### config.mk
export PLATFORM = sky130hd
export DESIGN_NAME = multicycle_control_fsm_flat
export DESIGN_NICKNAME = d
export VERILOG_FILES = /design/src/rtl/multicycle_control_fsm_pkg.sv /design/src/rtl/multicycle_control_fsm_if.sv /design/src/rtl/multicycle_control_fsm_alu_decoder.sv /design/src/rtl/multicycle_control_fsm.sv /design/src/flat_wrapper.sv
export SDC_FILE = /design/constraint.sdc
export NUM_CORES = 1
export LEC_CHECK = 0
export ABC_AREA = 1
export CORE_MARGIN = 2
export CORE_UTILIZATION = 50
export CTS_CLUSTER_SIZE = 10
export DETAILED_ROUTE_END_ITERATION = 10
export MAX_ROUTING_LAYER = met4
export PLACE_DENSITY = 0.81
export RECOVER_POWER = 25
export SYNTH_ARGS = -nofsm -noshare
export SYNTH_HDL_FRONTEND = slang
export SYNTH_SLANG_ARGS = --single-unit
### constraint.sdc
create_clock -name clk -period 2 [get_ports clk]
set_input_delay 0.6 -clock clk [delete_from_list [all_inputs] [get_ports clk]]
set_output_delay 0.6 -clock clk [all_outputs]
set_load 0.005 [all_outputs]
### src/rtl/multicycle_control_fsm_pkg.sv
// Shared encodings for the RV32I multicycle control unit: states, opcodes,
// ALUOp codes and datapath mux selects.
package multicycle_control_fsm_pkg;

  typedef enum logic [3:0] {
    S_FETCH    = 4'd0,
    S_DECODE   = 4'd1,
    S_MEMADR   = 4'd2,
    S_MEMREAD  = 4'd3,
    S_MEMWB    = 4'd4,
    S_MEMWRITE = 4'd5,
    S_EXECUTER = 4'd6,
    S_ALUWB    = 4'd7,
    S_EXECUTEI = 4'd8,
    S_BEQ      = 4'd9,
    S_JAL      = 4'd10,
    S_ILLEGAL  = 4'd11
  } state_t;

  typedef enum logic [1:0] {
    ALUOP_ADD   = 2'b00,
    ALUOP_SUB   = 2'b01,
    ALUOP_FUNCT = 2'b10
  } aluop_t;

  localparam logic [6:0] OP_LW  = 7'b0000011;
  localparam logic [6:0] OP_SW  = 7'b0100011;
  localparam logic [6:0] OP_R   = 7'b0110011;
  localparam logic [6:0] OP_I   = 7'b0010011;
  localparam logic [6:0] OP_BEQ = 7'b1100011;
  localparam logic [6:0] OP_JAL = 7'b1101111;

  localparam logic [1:0] RES_ALUOUT    = 2'b00;
  localparam logic [1:0] RES_DATA      = 2'b01;
  localparam logic [1:0] RES_ALURESULT = 2'b10;

  localparam logic [1:0] SRCA_PC    = 2'b00;
  localparam logic [1:0] SRCA_OLDPC = 2'b01;
  localparam logic [1:0] SRCA_RS1   = 2'b10;

  localparam logic [1:0] SRCB_RS2  = 2'b00;
  localparam logic [1:0] SRCB_IMM  = 2'b01;
  localparam logic [1:0] SRCB_FOUR = 2'b10;

  localparam logic [1:0] IMM_I = 2'b00;
  localparam logic [1:0] IMM_S = 2'b01;
  localparam logic [1:0] IMM_B = 2'b10;
  localparam logic [1:0] IMM_J = 2'b11;

  localparam logic [2:0] ALU_ADD = 3'b000;
  localparam logic [2:0] ALU_SUB = 3'b001;
  localparam logic [2:0] ALU_AND = 3'b010;
  localparam logic [2:0] ALU_OR  = 3'b011;
  localparam logic [2:0] ALU_XOR = 3'b100;
  localparam logic [2:0] ALU_SLT = 3'b101;

  function automatic logic [1:0] imm_src(input logic [6:0] op);
    case (op)
      OP_SW:   return IMM_S;
      OP_BEQ:  return IMM_B;
      OP_JAL:  return IMM_J;
      default: return IMM_I;
    endcase
  endfunction

endpackage

### src/rtl/multicycle_control_fsm_if.sv
// Instruction fields in, datapath controls and status out, between the
// control unit (master) and the datapath (slave).
interface multicycle_control_fsm_if #(
  parameter int unsigned CNT_W = 32
);
  logic [6:0]       op;
  logic [2:0]       funct3;
  logic             funct7_5;
  logic             zero;
  logic             mem_ready;
  logic             PCWrite;
  logic             AdrSrc;
  logic             MemWrite;
  logic             IRWrite;
  logic [1:0]       ResultSrc;
  logic [1:0]       ALUSrcA;
  logic [1:0]       ALUSrcB;
  logic [1:0]       ImmSrc;
  logic             RegWrite;
  logic [2:0]       ALUControl;
  logic             illegal_instr;
  logic [CNT_W-1:0] instret;
  logic [3:0]       state_dbg;

  modport master (
    input  op, funct3, funct7_5, zero, mem_ready,
    output PCWrite, AdrSrc, MemWrite, IRWrite, ResultSrc, ALUSrcA, ALUSrcB,
           ImmSrc, RegWrite, ALUControl, illegal_instr, instret, state_dbg
  );

  modport slave (
    output op, funct3, funct7_5, zero, mem_ready,
    input  PCWrite, AdrSrc, MemWrite, IRWrite, ResultSrc, ALUSrcA, ALUSrcB,
           ImmSrc, RegWrite, ALUControl, illegal_instr, instret, state_dbg
  );
endinterface

### src/rtl/multicycle_control_fsm_alu_decoder.sv
// ALU decoder: maps ALUOp plus funct3/funct7_5/op[5] to the 3-bit ALUControl.
module alu_decoder
  import multicycle_control_fsm_pkg::*;
(
  input  aluop_t     aluop,
  input  logic [2:0] funct3,
  input  logic       funct7_5,
  input  logic       op5,
  output logic [2:0] alu_control
);

  always_comb begin
    alu_control = ALU_ADD;
    case (aluop)
      ALUOP_ADD: alu_control = ALU_ADD;
      ALUOP_SUB: alu_control = ALU_SUB;
      ALUOP_FUNCT: begin
        case (funct3)
          // funct7_5 only selects sub for R-type; for addi it is an immediate bit
          3'b000:  alu_control = (op5 & funct7_5) ? ALU_SUB : ALU_ADD;
          3'b010:  alu_control = ALU_SLT;
          3'b100:  alu_control = ALU_XOR;
          3'b110:  alu_control = ALU_OR;
          3'b111:  alu_control = ALU_AND;
          default: alu_control = ALU_ADD;
        endcase
      end
      default: alu_control = ALU_ADD;
    endcase
  end

endmodule

### src/rtl/multicycle_control_fsm.sv
// Main control FSM of the RV32I multicycle core: sequences the shared
// datapath, decodes mux selects/enables and counts retired instructions.
module multicycle_control_fsm
  import multicycle_control_fsm_pkg::*;
#(
  parameter int unsigned CNT_W         = 32,
  parameter bit          MEM_HANDSHAKE = 1'b1
) (
  input  logic                   clk,
  input  logic                   rst,
  multicycle_control_fsm_if.master bus
);

  state_t           state, state_nx;
  aluop_t           aluop;
  logic [CNT_W-1:0] instret;
  logic             ready, retire;
  logic             pcw, irw, mw, rw, illegal;
  logic             adr;
  logic [1:0]       res, srca, srcb;

  assign ready = MEM_HANDSHAKE ? bus.mem_ready : 1'b1;

  always_ff @(posedge clk or negedge rst) begin
    if (!rst) state <= S_FETCH;
    else      state <= state_nx;
  end

  always_ff @(posedge clk or negedge rst) begin
    if (!rst)        instret <= '0;
    else if (retire) instret <= instret + CNT_W'(1);
  end

  always_comb begin
    state_nx = state;
    pcw      = 1'b0;
    irw      = 1'b0;
    mw       = 1'b0;
    rw       = 1'b0;
    adr      = 1'b0;
    illegal  = 1'b0;
    retire   = 1'b0;
    res      = RES_ALUOUT;
    srca     = SRCA_PC;
    srcb     = SRCB_RS2;
    aluop    = ALUOP_ADD;
    case (state)
      S_FETCH: begin
        srcb = SRCB_FOUR;
        res  = RES_ALURESULT;
        pcw  = ready;
        irw  = ready;
        if (ready) state_nx = S_DECODE;
      end
      S_DECODE: begin
        srca = SRCA_OLDPC;
        srcb = SRCB_IMM;
        case (bus.op)
          OP_LW, OP_SW: state_nx = S_MEMADR;
          OP_R:         state_nx = S_EXECUTER;
          OP_I:         state_nx = S_EXECUTEI;
          OP_BEQ:       state_nx = S_BEQ;
          OP_JAL:       state_nx = S_JAL;
          default:      state_nx = S_ILLEGAL;
        endcase
      end
      S_MEMADR: begin
        srca     = SRCA_RS1;
        srcb     = SRCB_IMM;
        state_nx = (bus.op == OP_LW) ? S_MEMREAD : S_MEMWRITE;
      end
      S_MEMREAD: begin
        adr = 1'b1;
        if (ready) state_nx = S_MEMWB;
      end
      S_MEMWB: begin
        res      = RES_DATA;
        rw       = 1'b1;
        retire   = 1'b1;
        state_nx = S_FETCH;
      end
      S_MEMWRITE: begin
        adr = 1'b1;
        mw  = 1'b1;
        if (ready) begin
          retire   = 1'b1;
          state_nx = S_FETCH;
        end
      end
      S_EXECUTER: begin
        srca     = SRCA_RS1;
        srcb     = SRCB_RS2;
        aluop    = ALUOP_FUNCT;
        state_nx = S_ALUWB;
      end
      S_EXECUTEI: begin
        srca     = SRCA_RS1;
        srcb     = SRCB_IMM;
        aluop    = ALUOP_FUNCT;
        state_nx = S_ALUWB;
      end
      S_ALUWB: begin
        rw       = 1'b1;
        retire   = 1'b1;
        state_nx = S_FETCH;
      end
      S_BEQ: begin
        srca     = SRCA_RS1;
        srcb     = SRCB_RS2;
        aluop    = ALUOP_SUB;
        pcw      = bus.zero;
        retire   = 1'b1;
        state_nx = S_FETCH;
      end
      S_JAL: begin
        srca     = SRCA_OLDPC;
        srcb     = SRCB_FOUR;
        pcw      = 1'b1;
        state_nx = S_ALUWB;
      end
      S_ILLEGAL: illegal = 1'b1;
      default:   state_nx = S_FETCH;
    endcase
  end

  alu_decoder u_alu_decoder (
    .aluop       (aluop),
    .funct3      (bus.funct3),
    .funct7_5    (bus.funct7_5),
    .op5         (bus.op[5]),
    .alu_control (bus.ALUControl)
  );

  // Enables are gated by rst so FETCH's Mealy writes cannot fire while reset is held.
  assign bus.PCWrite       = rst & pcw;
  assign bus.IRWrite       = rst & irw;
  assign bus.MemWrite      = rst & mw;
  assign bus.RegWrite      = rst & rw;
  assign bus.AdrSrc        = adr;
  assign bus.ResultSrc     = res;
  assign bus.ALUSrcA       = srca;
  assign bus.ALUSrcB       = srcb;
  assign bus.ImmSrc        = imm_src(bus.op);
  assign bus.illegal_instr = illegal;
  assign bus.instret       = instret;
  assign bus.state_dbg     = state;

endmodule
### src/flat_wrapper.sv
// flat-port wrapper written by rule: the top's interface ports become plain ports
module multicycle_control_fsm_flat import multicycle_control_fsm_pkg::*;
#(
  parameter int unsigned CNT_W         = 32,
  parameter bit          MEM_HANDSHAKE = 1'b1
)
  (clk, rst, bus_op, bus_funct3, bus_funct7_5, bus_zero, bus_mem_ready, bus_PCWrite, bus_AdrSrc, bus_MemWrite, bus_IRWrite, bus_ResultSrc, bus_ALUSrcA, bus_ALUSrcB, bus_ImmSrc, bus_RegWrite, bus_ALUControl, bus_illegal_instr, bus_instret, bus_state_dbg);
  multicycle_control_fsm_if #(.CNT_W(CNT_W)) bus_i ();
  input  logic clk;
  input  logic rst;
  input wire logic [$bits(bus_i.op)-1:0] bus_op;
  input wire logic [$bits(bus_i.funct3)-1:0] bus_funct3;
  input wire logic [$bits(bus_i.funct7_5)-1:0] bus_funct7_5;
  input wire logic [$bits(bus_i.zero)-1:0] bus_zero;
  input wire logic [$bits(bus_i.mem_ready)-1:0] bus_mem_ready;
  output wire logic [$bits(bus_i.PCWrite)-1:0] bus_PCWrite;
  output wire logic [$bits(bus_i.AdrSrc)-1:0] bus_AdrSrc;
  output wire logic [$bits(bus_i.MemWrite)-1:0] bus_MemWrite;
  output wire logic [$bits(bus_i.IRWrite)-1:0] bus_IRWrite;
  output wire logic [$bits(bus_i.ResultSrc)-1:0] bus_ResultSrc;
  output wire logic [$bits(bus_i.ALUSrcA)-1:0] bus_ALUSrcA;
  output wire logic [$bits(bus_i.ALUSrcB)-1:0] bus_ALUSrcB;
  output wire logic [$bits(bus_i.ImmSrc)-1:0] bus_ImmSrc;
  output wire logic [$bits(bus_i.RegWrite)-1:0] bus_RegWrite;
  output wire logic [$bits(bus_i.ALUControl)-1:0] bus_ALUControl;
  output wire logic [$bits(bus_i.illegal_instr)-1:0] bus_illegal_instr;
  output wire logic [$bits(bus_i.instret)-1:0] bus_instret;
  output wire logic [$bits(bus_i.state_dbg)-1:0] bus_state_dbg;
  assign bus_i.op = bus_op;
  assign bus_i.funct3 = bus_funct3;
  assign bus_i.funct7_5 = bus_funct7_5;
  assign bus_i.zero = bus_zero;
  assign bus_i.mem_ready = bus_mem_ready;
  assign bus_PCWrite = bus_i.PCWrite;
  assign bus_AdrSrc = bus_i.AdrSrc;
  assign bus_MemWrite = bus_i.MemWrite;
  assign bus_IRWrite = bus_i.IRWrite;
  assign bus_ResultSrc = bus_i.ResultSrc;
  assign bus_ALUSrcA = bus_i.ALUSrcA;
  assign bus_ALUSrcB = bus_i.ALUSrcB;
  assign bus_ImmSrc = bus_i.ImmSrc;
  assign bus_RegWrite = bus_i.RegWrite;
  assign bus_ALUControl = bus_i.ALUControl;
  assign bus_illegal_instr = bus_i.illegal_instr;
  assign bus_instret = bus_i.instret;
  assign bus_state_dbg = bus_i.state_dbg;
  multicycle_control_fsm #(.CNT_W(CNT_W), .MEM_HANDSHAKE(MEM_HANDSHAKE)) u_core (.clk(clk), .rst(rst), .bus(bus_i));
endmodule
# Word level (Yosys, flattened, before mapping)
# Cells that the tools add are included.
[totals] reg_bits=36 input_bits=15 out_inout_bits=53 elab_cells=70
[classes] add_sub_neg=1 eq_ne=26 muxes=22 bitwise_logic=6 n_reduce_logical=13
[ops] cell="adder 32 x 1 -> 32 bit, second input constant" n=1
[ops] cell="case mux 4 bit (7 select lines)" n=1
[ops] cell="case mux 4 bit (5 select lines)" n=1
[ops] cell="== test 4 x 3 -> 1 bit, second input constant" n=4
[ops] cell="== test 4 bit, second input constant" n=4
[ops] cell="case mux 2 bit (2 select lines)" n=4
[ops] cell="case mux 3 bit (5 select lines)" n=1
[ops] cell="== test 7 x 6 -> 1 bit, second input constant" n=2
[ops] cell="== test 7 bit, second input constant" n=2
[ops] cell="two-way mux 4 bit" n=3
[ops] cell="OR reduction 2 bit" n=6
[ops] cell="== test 3 bit, second input constant" n=3
[ops] cell="OR reduction 3 bit" n=3
[ops] cell="== test 4 x 2 -> 1 bit, second input constant" n=2
[ops] cell="== test 7 x 2 -> 1 bit, second input constant" n=1
[ops] cell="== test 7 x 5 -> 1 bit, second input constant" n=1
[ops] cell="two-way mux 1 bit" n=7
[ops] cell="inequality test 2 bit, second input constant" n=3
[ops] cell="case mux 2 bit (3 select lines)" n=1
[ops] cell="case mux 3 bit (2 select lines)" n=1
[ops] cell="AND 1 bit" n=5
[ops] cell="== test 4 x 1 -> 1 bit, second input constant" n=1
[ops] cell="zero test 4 bit" n=1
[ops] cell="AND reduction 4 bit" n=1
[ops] cell="9 further kinds" n=9

# Longest topological paths before layout
# Gate-level depths: netlist (run 1).
[depth] depth_word=5 mapped_depth=10 mapped_depth_nobuf=10

# Cells and area by module
# A second synthesis (run 1) with hierarchy kept.
[unflattened] cells_unflattened=441 hier_area_um2=2751.4
[modules_own_cells] module="multicycle_control_fsm" n_inst=1 cells_per_inst=418 area_each_um2=2632.5
[modules_own_cells] module="alu_decoder" n_inst=1 cells_per_inst=23 area_each_um2=118.9

# Worst setup path after synthesis (run 1)
# Ideal clock, no wire load.
[synth_timing] kind="register to output" from="register u_core.state[0] (netlist: u_core.bus.state_dbg[0])" to="output port bus_ALUControl[2]" t_arrival_ns=1.439 required_time_ns=1.400 path_slack_ns=-0.039 stages_incl_launch_ff=8 path_buffers=0 path_cell_list="dfrtp_1 -> inv_2 -> nand2_4 -> nor2_1 -> nor2_2 -> inv_1 -> ha_1 -> nor4_1"
[synth_via] elab_chain_cells=5 word_cells_on_any_way=8 cone_classes="eq/ne (5); mux (2); reduce/logical (1)"
[synth_rtl] element="from (decl)" line="multicycle_control_fsm.sv:14" text="state_t state, state_nx;"
[synth_rtl] element="from (signal assigned)" line="multicycle_control_fsm.sv:26" text="else state <= state_nx;"
[synth_rtl] element="== test 4 x 3 -> 1 bit or == test 4 bit (tied branches)" line="multicycle_control_fsm.sv:47" text="case (state)"
[synth_rtl] element="OR reduction 2 bit (no source line)"
[synth_rtl] element="case mux 2 bit (2 select lines) (*)" line="multicycle_control_fsm.sv:47"
[synth_rtl] element="== test 2 bit or == test 2 x 1 -> 1 bit (tied branches)" line="multicycle_control_fsm_alu_decoder.sv:14" text="case (aluop)"
[synth_rtl] element="case mux 3 bit (2 select lines) (*)" line="multicycle_control_fsm_alu_decoder.sv:14"
[synth_rtl] element="to (decl)" line="flat_wrapper.sv:25" text="output wire logic [$bits(bus_i.ALUControl)-1:0] bus_ALUControl;"
# Mark *: on every way between the ends. The rest lies on a longest branch, timed or not.

# Worst setup path after layout (run 1)
[layout_timing] from="register u_core.state[3] (netlist: u_core.bus.state_dbg[3])" to="output port bus_ALUControl[0]"
# Same word-level chain as after synthesis.

==> flow_summary_export.csv, run 1 <==
group,metric,value,unit
run_status,status,"finished, violations left",
run_status,violations,"setup timing",
grt,grt_max_degree,37,
place,dp.final_hpwl,6.36,mm
synth,post_synth_xor_area_fraction,4.95,%
synth,yosysTopAreaCellShare,32.7,%
detailed_routing,num_vias,3353,
synth,syn_inst,438,
timing,setup_viol,11,
clock_network,clockBufferDepth,2,
power,p_int,2.20,mW
die,dieArea,0.00612,sq mm
hold_path,hp-start,"u_core.bus.instret[12]",
clock_network,tritoncts,"done",
synth,ys_warn_count,0,
detailed_routing,drt-met1-wl,3.67,mm
hold_path,hold_end,"u_core.bus.instret[12]",
detailed_routing,dr_wl_met3,456,um
grt,grt_pass1_wl,14.6,mm
worst_setup_path,reg2reg_slack,0.23,ns
timing,period_needed,2.32,ns
detailed_routing,ant_nets,0,
place,gp_congestion,0.968,
synth,ys_ff_latch,36,
cells_and_area,antenna_cells,0,
synth,synth_area,0.00276,sq mm
timing,hold_viol_final,0,
cells_and_area,fillers,405,
cells_and_area,final_cell_mix,"nand2_1, nor2_1, buf_4",
timing,finalWorstSetupSlack,-0.322,ns
cells_and_area,final_nets,598,
grt,grt_antenna_before_repair,0,
die,start_util,51.0,%
detailed_routing,drc,0,
synth,synth_nets,456,
synth,synthAdderAreaFrac,1.36,%
clock_network,cts_max_level,2,
cells_and_area,fin_util,79.2,%
power,pwr-share-clk,14.0,%
die,pin_count,68,
power,power_frac_seq,25.9,%
timing,fmax,0.431,GHz
place,post-place-ws,-0.683,ns
worst_setup_path,reg2reg_depth,11,
timing,fin_worst_skew,0.0101,ns
run,drv_cap,0,
worst_setup_path,r2r_end,"u_core.bus.state_dbg[3]",
synth,synth_compound_area_share,3.50,%
die,die_y,78.3,um
die,design.core.area,0.00541,sq mm
detailed_routing,top_layer,"met4",
detailed_routing,firstDrtPassIters,4,
power,pwr-share-comb,60.2,%
clock_network,cts.sink_count,36,
worst_setup_path,crit_path_end_kind,"output port",
power,leakage,2.13,nW
timing,slew_violations,0,
timing,tightest_slew,0.906,ns
detailed_routing,viasPerCell,5.13,
grt,gr-total-overflow,0,
timing,max-slew-margin-rel,39.6,%
worst_setup_path,crit_chain,"inv_2 -> nand2_2 -> nor2_4 -> nor2_4 -> inv_2 -> ha_4 -> nand2_4 -> o21bai_4 -> a21oi_2 -> buf_2",
clock_network,clkSlewWorstSetupHoldPaths,0.08,ns
power,peakVddDrop,0.000849,V
detailed_routing,dr_wl_met2,4.80,mm
cells_and_area,drive_above_1_share,30.6,%
cells_and_area,layout_commonest_cell,"nand2_1",
worst_setup_path,max_stage_delay,0.45,ns
die,row_count,27,
detailed_routing,avgRoutedWirePerCell,14.1,um
synth,syn_avg_cell_area,6.29,sq um
clock_network,cts_root_buf,"clkbuf_8",
hold_path,min_path_cells,1,
detailed_routing,finalWirelength,9.24,mm
timing,rsz0062_at_grt,"yes",
worst_setup_path,cp_slowest_cell,"dfrtp_2",
worst_setup_path,worstPathMaxFanout,3,
worst_setup_path,worstPathRequired,1.40,ns
worst_setup_path,worstSetupStartpoint,"u_core.bus.state_dbg[3]",
worst_setup_path,worstSetupStartpointType,"register",
die,die_w,78.3,um
worst_setup_path,critPathKind,"register to output port",
place,portBuffers,67,
synth,synth_mux_area_share,0,%
synth,ys_types,30,
hold_path,hp-class,"register to register",
clock_network,clock_insertion_delay_worst_skew,0.30,ns
power,p_per_area,882,mW/mm^2
grt,grt_usage,30.8,%
synth,synth-simple-area-share,49.3,%
worst_setup_path,r2r-start,"u_core.bus.state_dbg[2]",
clock_network,cts_buffers,5,
synth,synth.area.top_cells,"dfrtp_1, nand2_1, nor2_1, inv_1, nand3b_1",
timing,period_share,116,%
detailed_routing,first_iter_violations,179,
grt,grt_pass1_vias,3282,
synth,seq_area_frac_synth,32.7,%
synth,synth_largest_area_cell,"dfrtp_1",
worst_setup_path,arrival,1.72,ns
power,p_sw,1.58,mW
cells_and_area,synthToLayoutAreaGrowth,55.3,%
power,p_sw_share,41.7,%
synth,synth_top_family_by_area,"simple AND/OR/NAND/NOR gates",
==> power groups by stage <==
stage / clock network [mW] / logic (mW) / registers (mW)
after floorplan: 0 / 0.857 / 0.978
after global routing: 0.557 / 2.42 / 0.991
after CTS: 0.532 / 2.02 / 0.965
final: 0.527 / 2.27 / 0.976
after detailed placement: 0 / 1.84 / 0.975
after global placement: 0 / 1.82 / 0.967
==> layer usage <==
layer	GRT usage, %	vias to the layer above
met5	-	-
met4	11.4	0
met3	4.14	30
met2	57.0	121
met1	33.6	1567
li1	-	1635
==> cell usage after synthesis <==
master	instances
inv_2	7
o22ai_1	1
xor2_1	2
ha_1	3
nand3_4	1
buf_8	1
nor3_1	5
nand2_4	5
xnor2_2	3
nor4_1	1
buf_6	2
inv_1	40
o21ai_1	7
a21oi_1	2
a21o_1	1
o21ai_0	2
xnor2_1	8
a31oi_1	2
nand2_1	188
nor2_4	1
nand4_1	5
nor2_1	73
buf_4	1
nand2_2	3
nor2_2	6
nand3b_1	12
o21bai_1	2
buf_2	1
dfrtp_1	36
nand3_1	17
==> worst max-delay path, delay by kind of cell, from the launching register on <==
kind	cells	cell delay [ns]
flip-flops	1	0.45
buffers and inverters	3	0.25
AO/OA/AOI/OAI	2	0.27
AND/OR/NAND/NOR	4	0.31
adder cells (fa/ha/maj)	1	0.14
==> final cells by class <==
| class | count | area (sq um) | area share, % |
|---|---|---|---|
| multi-input cells | 350 | 1840 | 43.0 |
| repair buffers | 140 | 1180 | 27.5 |
| flip-flops and latches | 36 | 902 | 21.1 |
| inverters | 47 | 181 | 4.24 |
| well taps | 72 | 90.1 | 2.10 |
| clock buffers | 5 | 68.8 | 1.61 |
| clock inverters | 3 | 18.8 | 0.438 |
==> worst max path at each step <==
stage | slack (ns) | depth (start not counted) | endpoint
after floorplan | 0.04 | 7 | bus_ALUControl[2]
after global placement | -0.65 | 6 | bus_ImmSrc[0]
after detailed placement | -0.68 | 6 | bus_ImmSrc[0]
after CTS | -0.32 | 8 | bus_ALUControl[2]
after global routing | -0.38 | 10 | bus_ALUControl[0]
final | -0.32 | 10 | bus_ALUControl[0]
==> logic make-up (layout without fill, tap and decap cells) <==
family	count (synthesis)	count (layout)
buffers and inverters	52	195
AO/OA/AOI/OAI	17	17
adder cells (fa/ha/maj)	3	3
AND/OR/NAND/NOR	317	317
flip-flops	36	36
XOR/XNOR	13	13
==> registers in the layout, summed over array words and instances (netlist names) <==
signal / cells
u_core.bus.instret: 32
u_core.bus.state_dbg: 4
==> metrics by stage <==
stage,instance area [sq um],TNS (ns),power [mW],hold slack (ns),std cells
after CTS,4120,-1.72,3.52,0.380,643
after global placement,3770,-4.49,2.79,0.504,609
after floorplan,2760,0,1.84,0.304,438
after global routing,4280,-3.38,3.97,0.559,653
after detailed placement,3770,-4.81,2.81,0.525,609
final,4280,-2.65,3.78,0.525,653
==> repair_timing <==
item | 4_1_cts | 5_1_grt
resized for setup | 114 | 59
endpoints found under the hold margin | 0 | 0
endpoints found under the setup margin | 17 | 19
pin swaps | 14 | 16
buffers inserted | 26 | 13
hold buffers | 0 | 0
No activity file was read; power rests on OpenSTA's default activity.
==> run 2, diff against run 1 <==
Settings changed: SETUP_SLACK_MARGIN from default to 0.02.
==> run 2 against run 1 <==
Net effect: the run still ends with setup timing left; critical path depth fell by 3; highest routed layer unchanged; largest power group unchanged; power up 1.0%; non-clock buffer count fell by 5; combinational power rose by 2%.
==> flow_summary_export.csv, run 2 (same netlist as run 1, synthesis figures left out) <==
group,metric,value,unit
detailed_routing,avgRoutedWirePerCell,14.3,um
cells_and_area,stdcell_count,648,
detailed_routing,ant_nets,0,
grt,grt_pass1_wl,14.7,mm
clock_network,cts.sink_count,36,
detailed_routing,firstDrtPassIters,4,
cells_and_area,fillers,406,
power,pwr-share-comb,60.5,%
cells_and_area,layout_commonest_cell,"nand2_1",
hold_path,min_path_cells,1,
power,p_int,2.20,mW
worst_setup_path,worstPathRequired,1.40,ns
die,row_count,27,
cells_and_area,final_cell_mix,"nand2_1, nor2_1, buf_4",
run_status,violations,"setup timing",
place,portBuffers,67,
worst_setup_path,crit_path_end_kind,"output port",
grt,grt_usage,31.1,%
grt,use_met2,57.4,%
power,p_sw_share,42.3,%
clock_network,cts_root_buf,"clkbuf_8",
grt,grt_max_degree,37,
worst_setup_path,critPathKind,"register to output port",
cells_and_area,antenna_cells,0,
clock_network,tritoncts,"done",
die,start_util,51.0,%
grt,gr-max-usage-layer,"met2",
cells_and_area,synthToLayoutAreaGrowth,54.1,%
cells_and_area,largest_reg_flops,32,
die,dieArea,0.00612,sq mm
timing,fmax,0.431,GHz
place,dp.final_hpwl,6.36,mm
worst_setup_path,r2r_end,"u_core.bus.instret[12]",
timing,finalWorstSetupSlack,-0.322,ns
worst_setup_path,worstPathMaxFanout,3,
timing,max-slew-margin-rel,39.1,%
cells_and_area,final_nets,593,
timing,slew_violations,0,
run,drv_cap,0,
worst_setup_path,worstSetupStartpointType,"register",
worst_setup_path,arrival,1.72,ns
clock_network,clkSlewWorstSetupHoldPaths,0.08,ns
power,leakage,2.11,nW
die,pin_count,68,
place,dpl.cell_count,609,
detailed_routing,num_vias,3328,
power,peakVddDrop,0.000790,V
worst_setup_path,reg2reg_depth,11,
timing,tightest_slew,0.913,ns
detailed_routing,viasPerCell,5.14,
power,power_frac_seq,25.6,%
timing,setup_viol,13,
worst_setup_path,reg2reg_slack,0.25,ns
place,gp_congestion,0.968,
die,die_w,78.3,um
detailed_routing,finalWirelength,9.27,mm
cells_and_area,drive_above_1_share,30.0,%
timing,fin_worst_skew,0.0120,ns
worst_setup_path,r2r-start,"u_core.bus.state_dbg[1]",
detailed_routing,first_iter_violations,173,
grt,grt_antenna_before_repair,0,
clock_network,clock_insertion_delay_worst_skew,0.30,ns
hold_path,hp-start,"u_core.bus.instret[12]",
clock_network,cts_buffers,5,
power,p_sw,1.61,mW
clock_network,cts_max_level,2,
detailed_routing,drc,0,
run_status,status,"finished, violations left",
timing,rsz0062_at_grt,"yes",
timing,period_needed,2.32,ns
die,design.core.area,0.00541,sq mm
grt,use_met1,33.8,%
power,pwr-share-clk,13.9,%
timing,period_share,116,%
cells_and_area,regMostFlops,"u_core.bus.instret",
hold_path,hp-class,"register to register",
die,die_y,78.3,um
grt,grt_pass1_vias,3277,
grt,gr-total-overflow,0,
clock_network,clockBufferDepth,2,
power,p_per_area,898,mW/mm^2
cells_and_area,fin_util,78.6,%
hold_path,hold_end,"u_core.bus.instret[12]",
grt,use_met3,4.25,%
timing,hold_viol_final,0,
-- run 2: area by class of cell --
| class | instances | area, sq um | area share, % |
|---|---|---|---|
| inverters | 47 | 184 | 4.33 |
| clock inverters | 3 | 18.8 | 0.442 |
| multi-input cells | 350 | 1850 | 43.5 |
| clock buffers | 5 | 68.8 | 1.62 |
| repair buffers | 135 | 1140 | 26.8 |
| well taps | 72 | 90.1 | 2.12 |
| flip-flops and latches | 36 | 902 | 21.2 |
-- run 2: worst max path at each step --
stage | from | slack, ns | to
after floorplan | u_core.bus.state_dbg[0] | 0.04 | bus_ALUControl[2]
after detailed placement | bus_op[5] | -0.68 | bus_ImmSrc[0]
final | u_core.bus.state_dbg[3] | -0.32 | bus_ALUControl[2]
after global routing | u_core.bus.state_dbg[1] | -0.41 | bus_ALUControl[0]
after CTS | u_core.bus.state_dbg[2] | -0.32 | bus_ALUControl[2]
after global placement | bus_op[5] | -0.65 | bus_ImmSrc[0]
-- run 2: critical path: stages, from the launching register on --
cell and delay [ns]:
dfrtp_2 0.45, nand2_4 0.13, nor2_4 0.04, nor2_2 0.15
inv_2 0.06, ha_4 0.23, nor4_4 0.21, buf_2 0.16
-- run 2: power groups by stage --
| stage | clock network (mW) | registers, mW | logic (mW) |
|---|---|---|---|
| finish | 0.530 | 0.976 | 2.31 |
| global route | 0.556 | 0.992 | 2.47 |
| floorplan | 0 | 0.978 | 0.857 |
| CTS | 0.532 | 0.965 | 2.02 |
| global placement | 0 | 0.967 | 1.82 |
| detailed placement | 0 | 0.975 | 1.84 |
-- run 2: layer usage --
metal  vias to the layer above  wire length (um)
li1                       1624                 -
met1                      1555              3680
met2                       114              4820
met3                        35               392
met4                         0               388
met5                         -                 0
-- run 2: what timing repair did --
action                                  CTS  global route
gates cloned                              0             0
hold buffers                              0             0
endpoints found under the setup margin   17            20
setup buffers                            27             8
pin swaps                                15            14
resized for setup                       117            56
-- run 2: metrics by stage --
step	hold WS (ns)	setup slack, ns	instance area, sq um	TNS (ns)	total power, mW
2_1_floorplan	0.304	0.0395	2760	0	1.84
3_3_place_gp	0.504	-0.650	3770	-4.49	2.79
3_5_place_dp	0.525	-0.683	3770	-4.81	2.81
4_1_cts	0.380	-0.323	4130	-1.91	3.52
5_1_grt	0.559	-0.405	4250	-3.12	4.02
6_report	0.525	-0.322	4250	-2.35	3.81
